$ cat src/rtl/j1_ram_arbiter.sv
// Single-port RAM arbiter between the J1 CPU data port and a host loader.
// BOOT holds the CPU in reboot while the host owns the RAM; RUN favours the CPU with a host starvation limit.
module j1_ram_arbiter #(
  parameter int AW       = 9,
  parameter int DW       = 16,
  parameter int MAX_WAIT = 4
) (
  input  logic          clk,
  input  logic          reset,
  input  logic          cpu_req,
  input  logic          cpu_we,
  input  logic [AW-1:0] cpu_addr,
  input  logic [DW-1:0] cpu_wdata,
  output logic [DW-1:0] cpu_rdata,
  output logic          cpu_rvalid,
  output logic          cpu_pause,
  output logic          cpu_reboot,
  input  logic          host_valid,
  output logic          host_ready,
  input  logic          host_we,
  input  logic [AW-1:0] host_addr,
  input  logic [DW-1:0] host_wdata,
  output logic [DW-1:0] host_rdata,
  output logic          host_rvalid,
  input  logic          boot_req,
  input  logic          boot_done,
  output logic          ram_en,
  output logic          ram_we,
  output logic [AW-1:0] ram_addr,
  output logic [DW-1:0] ram_wdata,
  input  logic [DW-1:0] ram_rdata
);

  typedef enum logic {ST_BOOT, ST_RUN} state_e;

  localparam logic [3:0] WAIT_LIMIT = 4'(MAX_WAIT);

  state_e     state_q, state_d;
  logic [3:0] wait_cnt_q, wait_cnt_d;
  logic       cpu_rvalid_q, cpu_rvalid_d;
  logic       host_rvalid_q, host_rvalid_d;
  logic       cpu_grant, host_grant;

  always_comb begin
    // NOTE: every output of this block gets a default first, so no path can infer a latch.
    state_d       = state_q;
    wait_cnt_d    = wait_cnt_q;
    cpu_grant     = 1'b0;
    host_grant    = 1'b0;
    host_ready    = 1'b1;
    cpu_pause     = 1'b1;
    cpu_reboot    = 1'b1;
    ram_en        = 1'b0;
    ram_we        = 1'b0;
    ram_addr      = '0;
    ram_wdata     = '0;

    unique case (state_q)
      ST_BOOT: begin
        host_grant = host_valid;
        if (boot_done) state_d = ST_RUN;
      end
      ST_RUN: begin
        cpu_reboot = 1'b0;
        host_ready = !cpu_req || (wait_cnt_q == WAIT_LIMIT);
        host_grant = host_valid && host_ready;
        cpu_grant  = cpu_req && !host_grant;
        cpu_pause  = cpu_req && host_grant;
        if (host_valid && !host_ready && (wait_cnt_q != WAIT_LIMIT))
          wait_cnt_d = wait_cnt_q + 4'd1;
        if (boot_req) state_d = ST_BOOT;
      end
      default: state_d = ST_BOOT;
    endcase

    // A handshake or a fresh BOOT entry restarts the starvation count.
    if (host_grant || (state_d == ST_BOOT && state_q == ST_RUN))
      wait_cnt_d = 4'd0;

    if (host_grant) begin
      ram_en    = 1'b1;
      ram_we    = host_we;
      ram_addr  = host_addr;
      ram_wdata = host_wdata;
    end else if (cpu_grant) begin
      ram_en    = 1'b1;
      ram_we    = cpu_we;
      ram_addr  = cpu_addr;
      ram_wdata = cpu_wdata;
    end

    // Reads complete one cycle later regardless of a BOOT/RUN change in between.
    cpu_rvalid_d  = cpu_grant && !cpu_we;
    host_rvalid_d = host_grant && !host_we;
  end

  always_ff @(posedge clk) begin
    // NOTE: sequential state uses non-blocking assignments so every flop samples pre-edge values.
    if (reset) begin
      state_q       <= ST_BOOT;
      wait_cnt_q    <= 4'd0;
      cpu_rvalid_q  <= 1'b0;
      host_rvalid_q <= 1'b0;
    end else begin
      state_q       <= state_d;
      wait_cnt_q    <= wait_cnt_d;
      cpu_rvalid_q  <= cpu_rvalid_d;
      host_rvalid_q <= host_rvalid_d;
    end
  end

  assign cpu_rvalid  = cpu_rvalid_q;
  assign host_rvalid = host_rvalid_q;
  assign cpu_rdata   = ram_rdata;
  assign host_rdata  = ram_rdata;

endmodule

$ cat config.mk
export PLATFORM = sky130hd
export DESIGN_NAME = j1_ram_arbiter
export DESIGN_NICKNAME = d
export VERILOG_FILES = /design/src/rtl/j1_ram_arbiter.sv
export SDC_FILE = /design/constraint.sdc
export NUM_CORES = 1
export LEC_CHECK = 0
export CAP_MARGIN = 40
export CORE_MARGIN = 10
export CORE_UTILIZATION = 24
export CTS_CLUSTER_DIAMETER = 150
export DETAILED_ROUTE_END_ITERATION = 6
export PLACE_DENSITY = 0.92
export SYNTH_ARGS = -nofsm -noshare
export SYNTH_HDL_FRONTEND = slang
export SYNTH_SLANG_ARGS = --single-unit
$ cat constraint.sdc
create_clock -name clk -period 2.25 [get_ports clk]
set_input_delay 0.675 -clock clk [delete_from_list [all_inputs] [get_ports clk]]
set_output_delay 0.675 -clock clk [all_outputs]
set_load 0.1 [all_outputs]
==> results.yml <==
outcome:
  status: "complete, but fails checks"
  violations: "setup timing"
timing:
  min_period_over_period_pct: 108
  worst_slew_pin_slew_ps: 260
  worst_slack_ps: -178
  finalHoldViolCount: 0
  final-max-slew-violation-count: 0
  slew_headroom_pct: 82.4
  grt_setup_unrepaired: "true"
  fin_setup_tns_ps: -4040
  fmax_mhz: 412
  setup_viol: 26
  whs_ps: 606
  min_period_ps: 2430
  skew_ps: 1.66
floorplan:
  design.core.area_sq_mm: 0.00374
  rows: 22
  start_util_pct: 25.5
  dieArea_sq_mm: 0.00691
  pin_count: 138
  die-width_microns: 83.1
  die_h_microns: 83.1
synth:
  ys.flop_type: "dfxtp_1"
  netlist_top_cells_area: "buf_4 25%, a22o_1 22%, dfxtp_1 15%"
  synth_area_sq_um: 956
  synth-edff-count: 0
  ys_ff_latch: 7
  ys_types: 32
  seq_area_frac_synth_pct: 14.7
  synthArstFlopShare_pct: 0
  yosysMostFrequentCell: "buf_4"
  synth_fp_nets: 185
  syn_area_per_cell_sq_um: 8.77
  synth_top_area_share_pct: 25.1
  syn_inst: 109
  yosys_warnings: 0
  netlist_top_cells_count: "32 x buf_4, 24 x a22o_1, 7 x dfxtp_1"
  synth_area_leader_cell: "buf_4"
global_route:
  grt_pass1_wl_microns: 7870
  grt_pass1_vias: 1273
  grt_max_degree: 28
  met2_usage_pct: 26.8
  grt_antenna_before_repair: 0
  grt_remaining_overflow: 0
  use_met3_pct: 5.37
  grt-busiest-layer: "met2"
  globalRouteTotalUtil_pct: 14.4
  grtUsageMet1_pct: 14.0
detailed_routing:
  vias: 1141
  drcViolationCount: 0
  via_per_inst: 4.83
  totalWireLength_microns: 5620
  wl_per_cell_microns: 23.8
  drt_iter0_drc: 41
  drt_pass1_iterations: 4
  postRouteAntennaNets: 0
setup_path:
  crit_path_end: "ram_wdata[4]"
  r2r-end: "cpu_rvalid$_SDFF_PP0_"
  criticalPathCategory: "register to output port"
  reg2reg_depth: 7
  cp_slowest_cell: "dfxtp_2"
  crit_start: "wait_cnt_q[0]$_SDFFE_PP0P_"
  cp_data_arrival_time_ps: 1750
  critPathMaxStageDelay_ps: 320
  critical_path_required_ps: 1570
  crit_fanout: 7
  crit_chain: "inv_2 > ha_4 > and3b_4 > a21oi_4 > buf_6 > buf_16 > a22o_4 > buf_12"
  rrSetupSlack_ps: 800
  worstSetupEndpointType: "output port"
  r2r-start: "wait_cnt_q[0]$_SDFFE_PP0P_"
  cp-start-kind: "register"
layout:
  drive_above_1_share_pct: 53.7
  antenna_cells: 0
  stdcell_count: 236
  syn2layout_area_growth_pct: 161
  nets: 265
  fin_area_sq_mm: 0.00249
placement:
  place_ws_ps: -494
  placed_cell_area_sq_mm: 0.00205
  gp_congestion: 0.826
  dp.cells: 220
  dp_hpwl_microns: 3560
  portBuffers: 89
run:
  max_cap_viol_count: 0
pwr:
  p_per_area_mw_per_mm2: 469
  p_leak_uw: 0.00106
  vdd_drop_max_uv: 428
clocking:
  h-tree-depth: 1
  cts_buffers: 3
  clock-sinks: 7
  cts_buffer_depth: 2
  clkTransAtPathRegs_ps: 40
  root_buffer: "clkbuf_8"
  cts_tree: "yes"
  clock_latency_ps: 230
worst_hold_path:
  hp-class: "register to register"
-- final cells by class --
class	instances	area [sq um]
repair buffers	113	1490
fillers	264	1250
clock buffers	4	45.0
multi-input cells	60	743
well taps	48	60.1
flip-flops and latches	7	143
inverters	4	15.0
-- metrics by stage --
stage          power (uW)  utilization, %
2_1_floorplan         819               -
3_3_place_gp          871            54.7
3_5_place_dp          879            54.7
4_1_cts              1140            64.7
5_1_grt              1210            66.6
6_report             1170            66.6
-- cells by family after synthesis --
group	Yosys count	synth area share (%)
compound gates	36	33.0
fa+ha+maj	2	2.62
simple gates	22	16.6
flops	7	14.7
buf+inv	42	33.1
-- repair_timing --
action / 4_1_cts / 5_1_grt
pin swaps: 2 / 8
cloned: 3 / 3
buffers inserted: 4 / 4
resized for setup: 47 / 5
setup endpoints to repair: 29 / 26
hold buffers: 0 / 0
-- cells in the final DEF (no fill, tap or decap), drive strengths merged --
cell type | synthesis | routed
nand2 | 3 | 3
nand3 | 2 | 2
o21ai | 1 | 1
a31oi | 1 | 1
clkbuf | 0 | 6
o22ai | 1 | 1
nor2 | 3 | 3
nand4b | 1 | 1
and3 | 1 | 1
or2b | 1 | 1
clkdlybuf4s50 | 0 | 55
and2 | 1 | 1
nor3 | 1 | 1
nand3b | 1 | 1
nand4 | 1 | 1
nor3b | 2 | 2
a22o | 26 | 26
nor4b | 1 | 1
buf | 38 | 56
a21o | 1 | 1
nand2b | 2 | 2
and3b | 1 | 1
or3b | 1 | 1
o21a | 2 | 2
ha | 2 | 2
a21oi | 3 | 3
inv | 4 | 4
dfxtp | 7 | 7
a21boi | 1 | 1
-- how the worst min path moves through the flow --
stage	slack, ps	to	depth (start not counted)	startpoint
3_5_place_dp	600	wait_cnt_q[1]$_SDFFE_PP0P_	3	wait_cnt_q[1]$_SDFFE_PP0P_
6_report	610	wait_cnt_q[1]$_SDFFE_PP0P_	3	wait_cnt_q[1]$_SDFFE_PP0P_
4_1_cts	610	wait_cnt_q[1]$_SDFFE_PP0P_	3	wait_cnt_q[1]$_SDFFE_PP0P_
5_1_grt	640	wait_cnt_q[1]$_SDFFE_PP0P_	3	wait_cnt_q[1]$_SDFFE_PP0P_
3_3_place_gp	580	wait_cnt_q[2]$_SDFFE_PP0P_	2	wait_cnt_q[2]$_SDFFE_PP0P_
2_1_floorplan	470	wait_cnt_q[1]$_SDFFE_PP0P_	2	wait_cnt_q[1]$_SDFFE_PP0P_
-- power breakdown --
group | leakage, uW | switching (uW) | internal (uW)
Sequential | 0.0000579 | 2.81 | 128
Clock | 0.0000228 | 57.8 | 123
Combinational | 0.000980 | 478 | 382
Total | 0.00106 | 538 | 633
-- sequential cells by signal (all words and copies together), names as in the netlist --
signal / flops
state_q: 1
host_rvalid: 1
wait_cnt_q: 4
cpu_rvalid: 1
-- per-layer routing --
layer | share of wire, % | wire length [microns]
met5 | 0 | 0
met4 | 1.8 | 100
met3 | 7.6 | 427
met2 | 54 | 3020
met1 | 37 | 2070
-- worst max-delay path: cells and delay by family, from the launching register on --
kind | cells | cell delay, ps
buffers and inverters | 4 | 510
DFF | 1 | 320
AOI/OAI and AO/OA | 2 | 320
and+or+nand+nor | 1 | 200
adders and majority gates | 1 | 160
Power figures use the tool's default switching activity.
